File: config.mk
export PLATFORM = sky130hd
export DESIGN_NAME = mult_div_unit
export DESIGN_NICKNAME = d
export VERILOG_FILES = /design/src/rtl/mdu_pkg.sv /design/src/rtl/mdu_sign_fix.sv /design/src/rtl/mult_div_unit.sv
export SDC_FILE = /design/constraint.sdc
export NUM_CORES = 1
export LEC_CHECK = 0
export CORE_AREA = 2 2 210 191
export DETAILED_ROUTE_END_ITERATION = 10
export DIE_AREA = 0 0 212 193
export GPL_TIMING_DRIVEN = 0
export PLACE_DENSITY = 0.77
export SLEW_MARGIN = 20
export SYNTH_ARGS = -nofsm -noshare
export SYNTH_HDL_FRONTEND = slang
export SYNTH_HIERARCHICAL = 1
export SYNTH_SLANG_ARGS = --single-unit
export TNS_END_PERCENT = 30
File: constraint.sdc
create_clock -name clk -period 3.1 [get_ports clk]
set_input_delay 0.62 -clock clk [delete_from_list [all_inputs] [get_ports clk]]
set_output_delay 0.62 -clock clk [all_outputs]
set_load 0.05 [all_outputs]
File: src/rtl/mdu_pkg.sv
// Shared encodings for the iterative multiply/divide unit.
// Operation codes follow the MIPS MULT/MULTU/DIV/DIVU ordering.
package mdu_pkg;

  localparam int ITER = 32;

  typedef enum logic [1:0] {
    OP_MULT  = 2'b00,
    OP_MULTU = 2'b01,
    OP_DIV   = 2'b10,
    OP_DIVU  = 2'b11
  } op_e;

  typedef enum logic [1:0] {
    IDLE = 2'b00,
    CALC = 2'b01,
    FIX  = 2'b10
  } state_e;

endpackage

File: src/rtl/mdu_sign_fix.sv
// Conditional two's-complement negate.
// Serves both as |x| for operands and as sign restore for results.
module mdu_sign_fix #(
  parameter int W = 32
) (
  input  logic [W-1:0] val_i,
  input  logic         neg_i,
  output logic [W-1:0] val_o
);

  assign val_o = neg_i ? (~val_i + W'(1)) : val_i;

endmodule

File: src/rtl/mult_div_unit.sv
// Iterative MULT/MULTU/DIV/DIVU engine with HI/LO registers.
// Magnitudes are processed unsigned; signs are restored in FIX.
module mult_div_unit #(
  parameter int WIDTH = 32,
  parameter int ITER  = 32
) (
  input  logic             clk,
  input  logic             rst,
  input  logic             start,
  input  logic [1:0]       op,
  input  logic [WIDTH-1:0] in1,
  input  logic [WIDTH-1:0] in2,
  input  logic             wr_hi,
  input  logic             wr_lo,
  input  logic [WIDTH-1:0] wr_data,
  output logic             busy,
  output logic             done,
  output logic             div_by_zero,
  output logic [WIDTH-1:0] hi,
  output logic [WIDTH-1:0] lo
);

  import mdu_pkg::*;

  localparam int W2 = 2 * WIDTH;
  localparam int CW = $clog2(ITER);

  state_e           state_q, state_d;
  logic [CW-1:0]    cnt_q, cnt_d;
  logic             div_q, div_d;
  logic             sign_q, sign_d;
  logic             rsign_q, rsign_d;
  logic [WIDTH-1:0] opnd_q, opnd_d;
  logic [W2-1:0]    acc_q, acc_d;
  logic [WIDTH-1:0] hi_q, hi_d;
  logic [WIDTH-1:0] lo_q, lo_d;
  logic             done_q, done_d;
  logic             dbz_q, dbz_d;

  logic             in_signed;
  logic [WIDTH-1:0] abs1, abs2;
  logic [W2-1:0]    prod;
  logic [WIDTH-1:0] quot, rem;
  logic [WIDTH:0]   add_sum;
  logic             rem_ge;
  logic [WIDTH-1:0] rem_sub;
  logic [W2-1:0]    mul_next, div_next;

  assign in_signed = ~op[0];

  mdu_sign_fix #(.W(WIDTH)) u_abs1 (
    .val_i (in1),
    .neg_i (in_signed & in1[WIDTH-1]),
    .val_o (abs1)
  );

  mdu_sign_fix #(.W(WIDTH)) u_abs2 (
    .val_i (in2),
    .neg_i (in_signed & in2[WIDTH-1]),
    .val_o (abs2)
  );

  mdu_sign_fix #(.W(W2)) u_prod (
    .val_i (acc_q),
    .neg_i (sign_q),
    .val_o (prod)
  );

  mdu_sign_fix #(.W(WIDTH)) u_quot (
    .val_i (acc_q[WIDTH-1:0]),
    .neg_i (sign_q),
    .val_o (quot)
  );

  mdu_sign_fix #(.W(WIDTH)) u_rem (
    .val_i (acc_q[W2-1:WIDTH]),
    .neg_i (rsign_q),
    .val_o (rem)
  );

  // Shift-add: upper half accumulates, multiplier drains out the bottom
  assign add_sum  = {1'b0, acc_q[W2-1:WIDTH]} + {1'b0, opnd_q};
  assign mul_next = acc_q[0] ? {add_sum, acc_q[WIDTH-1:1]}
                             : {1'b0, acc_q[W2-1:1]};

  // Restoring divide: {rem, quot} shifts left, quotient bit enters at 0
  assign rem_ge   = acc_q[W2-1:WIDTH-1] >= {1'b0, opnd_q};
  assign rem_sub  = acc_q[W2-2:WIDTH-1] - opnd_q;
  assign div_next = rem_ge ? {rem_sub, acc_q[WIDTH-2:0], 1'b1}
                           : {acc_q[W2-2:0], 1'b0};

  always_comb begin
    state_d = state_q;
    cnt_d   = cnt_q;
    div_d   = div_q;
    sign_d  = sign_q;
    rsign_d = rsign_q;
    opnd_d  = opnd_q;
    acc_d   = acc_q;
    hi_d    = hi_q;
    lo_d    = lo_q;
    done_d  = 1'b0;
    dbz_d   = 1'b0;
    unique case (state_q)
      IDLE: begin
        if (wr_hi) hi_d = wr_data;
        if (wr_lo) lo_d = wr_data;
        if (start) begin
          div_d   = op[1];
          sign_d  = in_signed & (in1[WIDTH-1] ^ in2[WIDTH-1]);
          rsign_d = (op == OP_DIV) & in1[WIDTH-1];
          opnd_d  = op[1] ? abs2 : abs1;
          acc_d   = op[1] ? {{WIDTH{1'b0}}, abs1}
                          : {{WIDTH{1'b0}}, abs2};
          cnt_d   = '0;
          state_d = CALC;
        end
      end
      CALC: begin
        acc_d = div_q ? div_next : mul_next;
        cnt_d = cnt_q + CW'(1);
        if (cnt_q == CW'(ITER - 1)) state_d = FIX;
      end
      FIX: begin
        state_d = IDLE;
        done_d  = 1'b1;
        if (div_q) begin
          dbz_d = (opnd_q == '0);
          hi_d  = rem;
          lo_d  = (opnd_q == '0) ? '1 : quot;
        end else begin
          {hi_d, lo_d} = prod;
        end
      end
      default: state_d = IDLE;
    endcase
  end

  always_ff @(posedge clk) begin
    if (rst) begin
      state_q <= IDLE;
      cnt_q   <= '0;
      div_q   <= 1'b0;
      sign_q  <= 1'b0;
      rsign_q <= 1'b0;
      opnd_q  <= '0;
      acc_q   <= '0;
      hi_q    <= '0;
      lo_q    <= '0;
      done_q  <= 1'b0;
      dbz_q   <= 1'b0;
    end else begin
      state_q <= state_d;
      cnt_q   <= cnt_d;
      div_q   <= div_d;
      sign_q  <= sign_d;
      rsign_q <= rsign_d;
      opnd_q  <= opnd_d;
      acc_q   <= acc_d;
      hi_q    <= hi_d;
      lo_q    <= lo_d;
      done_q  <= done_d;
      dbz_q   <= dbz_d;
    end
  end

  assign busy        = (state_q != IDLE);
  assign done        = done_q;
  assign div_by_zero = dbz_q;
  assign hi          = hi_q;
  assign lo          = lo_q;

endmodule

### Word level (Yosys, flattened, before mapping)

Cells that the tools add are included.

* multiplexer cells: 25
* $lt $le $gt $ge: 1
* add/subtract/negate cells: 8
* reductions and logical operators: 11
* eq/ne operators: 8
* bitwise logic cells: 13

Operator list (number)
* $mux W32: 11
* $mux W64: 5
* $add A32 B1 Y32 const B: 4
* $not A32 Y32: 4
* $pmux W32 S2: 2
* $pmux W64 S2: 1
* $add A64 B1 Y64 const B: 1
* $not A64 Y64: 1
* $add A32 B32 Y33: 1
* $ge A33 B32 Y1: 1
* $logic_not A32 Y1: 1
* $sub A32 B32 Y32: 1
* $pmux W5 S2: 1
* $reduce_and A2 Y1: 5
* $ne A2 B2 Y1 const B: 4
* $reduce_bool A2 Y1: 3
* $add A5 B1 Y5 const B: 1
* $eq A5 B5 Y1 const B: 1
* $mux W5: 1
* $and A1 B1 Y1: 4
* $eq A2 B2 Y1 const B: 2
* $mux W2: 2
* $pmux W2 S2: 1
* $not A1 Y1: 3
* other kinds (5): 5

* output and inout bits: 67
* bits of input ports: 103
* flip-flop bits (word level): 172
* logic and storage cells: 77

### Longest topological paths before layout

* word-level depth: 6
* depth in mapped cells: 15
* depth with buffers taken out: 14

### By module

Netlist, hierarchy kept.

By module, submodules not included
* mult_div_unit: cells each 1607, sequential area each 3443.3 um^2, times used 1, area an instance 12644.6 um^2
* mdu_sign_fix (u_abs1 ...): cells each 99, sequential area each 0.0 um^2, times used 4, area an instance 777.0 um^2
* mdu_sign_fix (u_prod): cells each 197, sequential area each 0.0 um^2, times used 1, area an instance 1530.2 um^2

### Worst setup path before layout

Ideal clock, no wire load.

* path type: register -> register
* start point: register acc_q[34]
* end point: register acc_q[57]
* required time: 2.980 ns
* clock period less this slack: 3.168 ns
* data arrival time: 3.048 ns
* slack: -0.068 ns
* stages on the path, launching flop included: 14
* path buffers: 2
* library setup time: 0.120 ns
* cell sequence: dfxtp_1 > ha_1 > a211oi_1 > nor2_1 > a2111oi_2 > o22ai_2 > a31oi_2 > o211ai_1 > a311o_1 > buf_6 > buf_6 > mux2i_1 > nor2_1 > a211o_1

* word-level cells in the longest chain between the ends: 4
* elaborated cells between the ends (all ways): 7
* classes of those cells: add/sub: 2; order compare: 1; mux: 4

Ends and longest elaborated chain
* from (decl): line mult_div_unit.sv:34 `logic [W2-1:0] acc_q, acc_d;`
* from (signal assigned): line mult_div_unit.sv:147 `acc_q <= '0;`
* from (signal assigned): line mult_div_unit.sv:159 `acc_q <= acc_d;`
* $add A32 B32 Y33 (tied with other cells): line mult_div_unit.sv:82 `assign add_sum = {1'b0, acc_q[W2-1:WIDTH]} + {1'b0, opnd_q};`
* $mux W64, on equally long branches: line mult_div_unit.sv:83, mult_div_unit.sv:89
* $mux W64 *: line mult_div_unit.sv:120 `acc_d = div_q ? div_next : mul_next;`
* $pmux W64 S2 *: line mult_div_unit.sv:104 `unique case (state_q)`

Every way passes the cells marked *; elsewhere a longest branch is shown, timed or not.
A chain may end at the register's enable or synchronous reset.

### Worst setup path after layout

* start point: register acc_q[32]
* end point: register acc_q[62]

Same word-level chain as after synthesis.

==> impl_metrics.yaml <==
status:
  outcome: "complete, but fails checks"
  violations: "setup timing"
worst_hold_path:
  hold_start: "cnt_q[3]"
  hold_depth: 1
  hold_path_class: "reg2reg"
  hold-path-endpoint: "cnt_q[3]"
sta:
  rsz0062_at_grt: "true"
  drv_slew: 0
  fmax_ghz: 0.313
  maxSlewHeadroom_pct: 35.0
  worstMarginPinSlew_ns: 0.975
  setup_violations: 5
  finClkSkew_ns: 0.0180
  hold_viol_final: 0
  finalWorstSetupSlack_ns: -0.0981
  period_needed_ns: 3.20
  post-route-period-util_pct: 103
clock_tree:
  cts_tree: "done"
  cts_root_buf: "clkbuf_16"
  numCtsBuffers: 17
  clkSlewWorstSetupHoldPaths_ns: 0.09
  numClockSinks: 172
  ctsHtreeMaxLevel: 4
  insertion_delay_ns: 0.46
  cts_buffer_depth: 2
  hold_buffers: 0
worst_setup_path:
  cp_data_arrival_time_ns: 3.56
  reg2regPathDepth: 12
  timing.rr.start: "acc_q[32]"
  critPathMaxStageDelay_ns: 0.43
  crit_chain: "buf_6 -> buf_4 -> fa_2 -> a21oi_2 -> nor2_1 -> o311ai_2 -> a311oi_2 -> o31a_1 -> a21oi_4 -> nor4bb_1 -> a2111o_1 -> a32o_1"
  worst-path-max-fanout: 3
  path_class: "reg2reg"
  cp-start-kind: "flip-flop"
  worst-path-buf-inv: 2
  crit_family: "compound AO/OA/AOI/OAI gates"
  worst_ep_required_time_ns: 3.46
  endpoint_kind: "flip-flop"
  slowest_stage: "o31a_1"
  r2r-end: "acc_q[62]"
  reg2reg_slack_ns: -0.1
finish:
  final_util_pct: 55.8
  mostFrequentLayoutCells: "nor2_1 (278), xnor2_1 (214), a211oi_1 (197), clkdlybuf4s50_1 (167), mux2i_1 (161)"
  nNetsFinal: 2619
  finalNonFillerCells: 2991
  layout_commonest_cell: "nor2_1"
  drive_gt1_share_pct: 14.0
  nFillCells: 3555
  syn2layout_area_growth_pct: 25.6
synthesis:
  netlist_area_sq_um: 17300
  ys_seq_elements: 172
  synth_async_sr_flop_share_pct: 0
  synth_edf_count: 0
  synth_cell_types: 85
  synth_nets: 2376
  netlist_instances: 2200
  seq_area_frac_synth_pct: 19.9
  ys_warn_count: 6
  avgSynthCellArea_sq_um: 7.86
  synth_ff_type: "dfxtp_1"
flow_run:
  cap_viol_max_count: 0
route:
  drt-total-wl_mm: 68.1
  ant_nets: 0
  dr.pass1.iters: 7
  vias: 19180
  drc: 0
  wl_per_cell_microns: 22.8
  via_per_inst: 6.41
  drtIter0Drc: 2322
die:
  die-width_microns: 212
  die_area_sq_um: 40900
  ios: 170
  start_util_pct: 44.4
  die_h_microns: 193
  num_rows: 69
  coreArea_sq_um: 38900
global_routing:
  grt_pass1_vias: 18152
  met3_usage_pct: 6.06
  grtUsageMet1_pct: 42.5
  antenna_found_initial: 0
  overflow: 0
  grt_max_degree: 20
  grt_busiest_layer: "met2"
  use_met2_pct: 50.3
  grt_first_pass_wirelength_mm: 102
  grtUsageTotal_pct: 32.0
power_and_ir_drop:
  ir_drop_mv: 0.461
  pwr_density_cell_nw_per_um2: 398
  power_leakage_nw: 7.81
  p_total_w: 0.00864
place:
  gp_congestion: 0.971
  dp.final_hpwl_mm: 50.5
  port_buffers: 167
  dpl.cell_count: 2899
==> worst reg2reg max path, cell delays in order, from the launching register on <==
cell	delay (ns)
dfxtp_4	0.37
buf_6	0.13
buf_4	0.15
fa_2	0.38
a21oi_2	0.18
nor2_1	0.08
o311ai_2	0.29
a311oi_2	0.17
o31a_1	0.43
a21oi_4	0.26
nor4bb_1	0.08
a2111o_1	0.37
a32o_1	0.23
==> cell families after synthesis <==
family                     share of synthesized area, %
muxes                                              9.65
xor gates and xnor gates                           12.1
AOI/OAI and AO/OA                                  28.4
adders and majority gates                          5.37
DFF                                                19.9
and+or+nand+nor                                    19.6
buffers and inverters                              4.88
==> metrics by stage <==
| stage | setup TNS (ns) | setup WS [ns] | hold slack (ns) | instance area, sq um |
|---|---|---|---|---|
| 2_1_floorplan | 0 | 0.00776 | 0.429 | 17300 |
| 3_3_place_gp | -27.00 | -1.13 | 0.450 | 19600 |
| 3_5_place_dp | -31.69 | -1.14 | 0.477 | 19600 |
| 4_1_cts | -0.340 | -0.0805 | 0.482 | 21200 |
| 5_1_grt | -2.37 | -0.173 | 0.488 | 21700 |
| 6_report | -0.185 | -0.0981 | 0.487 | 21700 |
==> worst max-delay path by stage <==
stage	from	slack (ns)	cells after the start	endpoint
after detailed placement	acc_q[32]	-1.14	13	acc_q[57]
after global placement	acc_q[36]	-1.13	11	acc_q[57]
after CTS	acc_q[32]	-0.08	14	acc_q[62]
after floorplan	acc_q[31]	0.008	13	acc_q[62]
after global routing	opnd_q[19]	-0.17	13	acc_q[62]
final	acc_q[32]	-0.1	12	acc_q[62]
==> layer usage <==
metal  up-vias  share of wire, %
met5         -                 0
met4         0               4.7
met3       235                10
met2      1107                44
met1      9154                41
li1       8684                 -
==> synth_stat cells (all sizes together), types with 12 or more instances <==
master / count / area share (%)
nor3: 26 / 0.78
xnor2: 216 / 11
xor2: 23 / 1.2
nand3: 34 / 0.98
a211oi: 207 / 9.0
ha: 71 / 5.1
buf: 44 / 1.3
a22o: 13 / 0.66
mux2i: 161 / 9.3
a31oi: 12 / 0.47
dfxtp: 172 / 20
clkbuf: 108 / 2.3
nor2: 278 / 6.0
nand2b: 26 / 0.98
and3: 12 / 0.43
o41ai: 51 / 3.5
o31ai: 57 / 2.6
nor2b: 23 / 0.83
a21oi: 145 / 4.2
nor4: 40 / 2.9
nand4: 27 / 1.1
a21o: 37 / 1.6
inv: 59 / 1.3
nand2: 115 / 2.5
o21ai: 101 / 2.9
or3: 18 / 0.65
==> what timing repair did <==
action	4_1_cts	5_1_grt
buffers inserted	41	26
pin swaps	34	36
setup endpoints to repair	61	70
resized for setup	169	79
==> area by class of cell <==
type	count	area [sq um]	share of cell area, %
well taps	532	666	3.07
plain buffers	142	614	2.83
flip-flops and latches	172	3610	16.6
clock inverters	15	193	0.887
diodes	3	7.51	0.0346
multi-input cells	1817	13800	63.4
clock buffers	17	425	1.96
repair buffers	234	2200	10.1
inverters	59	224	1.03
==> report_power, final <==
part | internal (W) | total (W) | switching (W)
logic | 0.00146 | 0.00364 | 0.00217
clock network | 0.00117 | 0.00230 | 0.00113
registers | 0.00236 | 0.00270 | 0.000336
==> sequential cells by signal, summed over array words and instances (netlist names) <==
register,flops
div_by_zero,1
done,1
rsign_q,1
div_q,1
lo,32
cnt_q,5
state_q,2
opnd_q,32
acc_q,64
sign_q,1
hi,32
No activity file was read; power rests on OpenSTA's default activity.
==> edit 1, RTL diff (same settings) <==
Re-encode `state_e` (3 states) as one-hot, 3 bits wide.
--- a/src/rtl/mdu_pkg.sv
+++ b/src/rtl/mdu_pkg.sv
@@ -12,8 +12,8 @@
   } op_e;
 
-  typedef enum logic [1:0] {
-    IDLE = 2'b00,
-    CALC = 2'b01,
-    FIX  = 2'b10
+  typedef enum logic [2:0] {
+    IDLE = 3'b001,
+    CALC = 3'b010,
+    FIX  = 3'b100
   } state_e;
 
Check against the original RTL: same outputs for any inputs over 4 cycles, from zero or initial values and one cycle with rst high; so few cycles prove little.
==> edit 1 against the original RTL <==
The flow still finishes with violations (setup timing); total power down 5.5%; final area about the same; largest power group unchanged; utilization about the same; setup slack better by 0.012 ns; largest cell class unchanged; critical endpoint is now acc_q[55]$_SDFFE_PP0P_; combinational power down 13%; wire length up 4.3%; highest routed layer unchanged; area after synthesis up 0.77%; non-clock buffer count down 14; sequential cell count up 1.
==> edit 1: results <==
set metrics [dict create \
    status "finished, violations left" \
    yosysMostFrequentCell "a211oi_1" \
    synthMuxAreaShare 0.0818 \
    nNetsFinal 2601 \
    drive_above_1_share 0.137 \
    violations "setup timing" \
    regArea_um2 3590 \
    multi_input_gates 1811 \
    multiInputGateArea_um2 13800 \
    p_seq_uw 2690 \
    p_int_uw 4800 \
    cp_max_fo 5 \
    place_area_um2 19800 \
    drtPass1Iterations 6 \
    r2r-end "acc_q[55]$_SDFFE_PP0P_" \
    synth_common_cells "a211oi_1 (218), xnor2_1 (214), nor2_1 (204), dfxtp_1 (173), nand2_1 (147)" \
    grt_max_degree 19 \
    p_per_area_nw_per_um2 376 \
    setup_violations 12 \
    gp_congestion 0.981 \
    synthCells 2194 \
    p_leak_uw 0.00806 \
    netlist_top_cells_area "dfxtp_1 (20%), xnor2_1 (11%), a211oi_1 (9.4%), mux2i_1 (7.5%), ha_1 (5.1%)" \
    grt_pass1_wl_um 105000 \
    slowest_stage "dfxtp_4" \
    synth.yosys.seq_area_share 0.199 \
    combPwrFrac 0.390 \
    dpl.hpwl_um 53600 \
    synth_compound_area_frac 0.301 \
    timing.hold.ws_ns 0.493 \
    track_usage 0.336 \
    post_cts_buffers 29 \
    clkCellAreaFrac 0.0278 \
    drt_iter0_markers 2321 \
    ir_worst_vdd_uv 383 \
    diodes 0 \
    slew_headroom 0.327 \
    critPathMaxStageDelay_ns 0.38 \
    worst_slack_ns -0.0863 \
    pre_cts_ws_ns -0.761 \
    num-nonclk-inverters 60 \
    drt_wl_total_um 71000 \
    ys_types 86 \
    grt_pass1_vias 17700 \
    synth-xor-area-share 0.118 \
    synth-seq-cells 173 \
    final.setup_skew_ns 0.0173 \
    cts_resized 134 \
    nonClkBufAreaFrac 0.131 \
    arrival_ns 3.54 \
    placed_cells 2893 \
]
## edit 1: changes by cell type in the layout (fill, tap and decap cells not counted), moves of 8 or more
cell | unedited run | this run
nor2_1 | 278 | 202
nor2b_1 | 19 | 53
nand2_1 | 112 | 144
mux2i_1 | 161 | 130
a21oi_1 | 135 | 111
buf_4 | 69 | 48
dfxtp_4 | 40 | 21
dfxtp_2 | 17 | 35
o211ai_1 | 8 | 22
a211oi_2 | 8 | 19
a32o_1 | 3 | 13
o21ai_1 | 8 | 16
## edit 1: metrics by stage
stage           util  setup TNS (ns)
2_1_floorplan      -               0
3_3_place_gp   0.507          -28.38
3_5_place_dp   0.507          -30.25
4_1_cts        0.544          -0.415
5_1_grt        0.558           -2.42
6_report       0.558          -0.419
## edit 1: routing by layer
metal | global-route usage | vias up | wire [um]
li1 | - | 8695 | -
met1 | 0.449 | 9054 | 29500
met2 | 0.531 | 1168 | 31200
met3 | 0.0533 | 211 | 6930
met4 | 0.159 | 0 | 3330
met5 | 0 | - | 0
==> edit 2, RTL diff (same settings) <==
Made on the original files. `ITER` is set to 32 in 2 places; all go to 128.
--- a/src/rtl/mdu_pkg.sv
+++ b/src/rtl/mdu_pkg.sv
@@ -3,5 +3,5 @@
 package mdu_pkg;
 
-  localparam int ITER = 32;
+  localparam int ITER = 128;
 
   typedef enum logic [1:0] {
--- a/src/rtl/mult_div_unit.sv
+++ b/src/rtl/mult_div_unit.sv
@@ -3,5 +3,5 @@
 module mult_div_unit #(
   parameter int WIDTH = 32,
-  parameter int ITER  = 32
+  parameter int ITER  = 128
 ) (
   input  logic             clk,
Behaviour: no difference found for any inputs over 4 cycles, from zero or initial values and one cycle with rst high; that may be too few to reach the edited logic, so the function may still have changed.
==> edit 2 against the original RTL <==
Wire length increased by 5.2%; clock skew down 0.0047 ns; highest routed layer is now met5; first-iteration DRC count down 2.3%; the flow still finishes with violations (setup timing); global-route usage up 1.8 points; utilization down 0.63 points; sequential cell count rose by 2; setup slack lost 0.047 ns; total power rose by 1.7%; final area shrank 1.1%; area after synthesis rose by 1.6%; sequential share of layout area is 0.26 points higher; critical endpoint is now lo[19]$_SDFFE_PP0P_; synthesized cell count rose by 3.1%.
==> edit 2: results <==
set metrics [dict create \
    status "finished, violations left" \
    violations "setup timing" \
    drt_iter0_markers 2269 \
    final.setup_skew_ns 0.0133 \
    yosys_warnings 6 \
    netlist_top_cells_area "dfxtp_1 (20%), xnor2_1 (11%), a211oi_1 (8.7%), mux2i_1 (8.3%), nor2_1 (6.2%)" \
    ys_types 86 \
    synth.yosys.seq_area_share 0.198 \
    track_usage 0.338 \
    grt_max_degree 18 \
    met1_length_um 31500 \
    largest-register "acc_q" \
    htree_levels 4 \
    arrival_ns 3.63 \
    diodes 0 \
    grt_pass1_wl_um 106000 \
    drtPass1Iterations 6 \
    hold_path_class "reg2reg" \
    cts_root_buffer "clkbuf_16" \
    critPathMaxStageDelay_ns 0.56 \
    synth_common_cells "nor2_1 (288), xnor2_1 (216), a211oi_1 (203), dfxtp_1 (174), a21oi_1 (166)" \
    nNetsFinal 2655 \
    drt_wl_total_um 71600 \
    cp_top_family "simple AND/OR/NAND/NOR gates" \
    fillers 3651 \
    hold_violations 0 \
    setup_violations 2 \
    io_buffers 167 \
    topRoutingLayerUsed "met5" \
    largest_reg_flops 64 \
    clock_path_buffers 2 \
    cp_max_fo 11 \
    worst_slack_ns -0.145 \
    slowest_stage "or3_1" \
    finalSetupTns_ns -0.236 \
    met3_length_um 7500 \
    vias 19300 \
    p_leak_uw 0.00753 \
    cts_buffers 17 \
    place_area_um2 19900 \
    syn_nets 2444 \
    gp_congestion 0.991 \
    grt_pass1_vias 17800 \
    wl_met2_um 30300 \
    cts.clk_slew.worst_paths_ns 0.07 \
    async_flop_share 0 \
    dpl.hpwl_um 55500 \
    clock_latency_ns 0.47 \
    slew_headroom 0.326 \
    ir_worst_vdd_uv 353 \
    antenna_found_initial 1 \
    drive_above_1_share 0.118 \
]
-- edit 2: changes by cell type after synthesis, moves of 7 or more --
cell | before | now
a21o_1 | 37 | 19
a21oi_1 | 143 | 166
and2_1 | 4 | 12
clkbuf_1 | 108 | 115
mux2i_1 | 161 | 146
nand2_1 | 114 | 141
nor2_1 | 278 | 288
o211ai_1 | 8 | 24
o21ai_0 | 98 | 109
-- edit 2: through the flow --
stage	utilization	power [uW]	worst slack [ns]	instances	hold slack, ns
2_1_floorplan	-	5040	0.0398	2269	0.443
3_3_place_gp	0.511	6110	-0.670	2968	0.467
3_5_place_dp	0.511	6160	-0.653	2968	0.476
4_1_cts	0.535	8500	-0.169	3004	0.489
5_1_grt	0.551	9120	-0.186	3025	0.513
6_report	0.551	8790	-0.145	3025	0.489
-- edit 2: final timing paths --
check                         from             endpoint  slack [ns]  depth (start not counted)
max reg2reg  acc_q[2]$_SDFFE_PP0P_  lo[19]$_SDFFE_PP0P_       -0.15                          9
min reg2reg    hi[21]$_SDFFE_PP0P_  hi[21]$_SDFFE_PP0P_        0.49                          2
min            hi[21]$_SDFFE_PP0P_  hi[21]$_SDFFE_PP0P_        0.49                          2
max          acc_q[2]$_SDFFE_PP0P_  lo[19]$_SDFFE_PP0P_       -0.15                          9
-- edit 2: per-layer routing --
metal | up-vias | GRT usage
li1 | 8865 | -
met1 | 9195 | 0.478
met2 | 1074 | 0.501
met3 | 164 | 0.0807
met4 | 2 | 0.113
met5 | - | 0
-- edit 2: what timing repair did --
| item | in CTS | in global routing |
|---|---|---|
| endpoints found under the hold margin | 0 | 0 |
| cloned | 1 | 1 |
| hold buffers | 0 | 0 |
| setup endpoints to repair | 71 | 81 |
| resized for setup | 90 | 114 |
| buffers inserted | 6 | 23 |
| pin swaps | 2 | 23 |
-- edit 2: kinds of logic after synthesis --
family | share of synthesized area
buffers and inverters | 0.0485
multiplexers | 0.0845
AND/OR/NAND/NOR | 0.208
XOR/XNOR | 0.117
flip-flops | 0.198
adder cells (fa/ha/maj) | 0.0522
AO/OA/AOI/OAI | 0.291
-- edit 2: report_power, final --
| group | switching [uW] | leakage, uW | internal (uW) |
|---|---|---|---|
| logic | 2260 | 0.00577 | 1460 |
| clock network | 1060 | 0.000298 | 1220 |
| registers | 384 | 0.00146 | 2400 |
| total | 3710 | 0.00753 | 5080 |
-- edit 2: cell type report --
cell class | count | area (um2) | share of cell area
sequential | 174 | 3630 | 0.169
buffer | 152 | 638 | 0.0297
multi-input combinational | 1880 | 13800 | 0.641
clock buffer | 17 | 425 | 0.0198
tap | 532 | 666 | 0.0310
inverter | 57 | 214 | 0.00997
clock inverter | 15 | 183 | 0.00851
timing repair buffer | 198 | 1950 | 0.0910
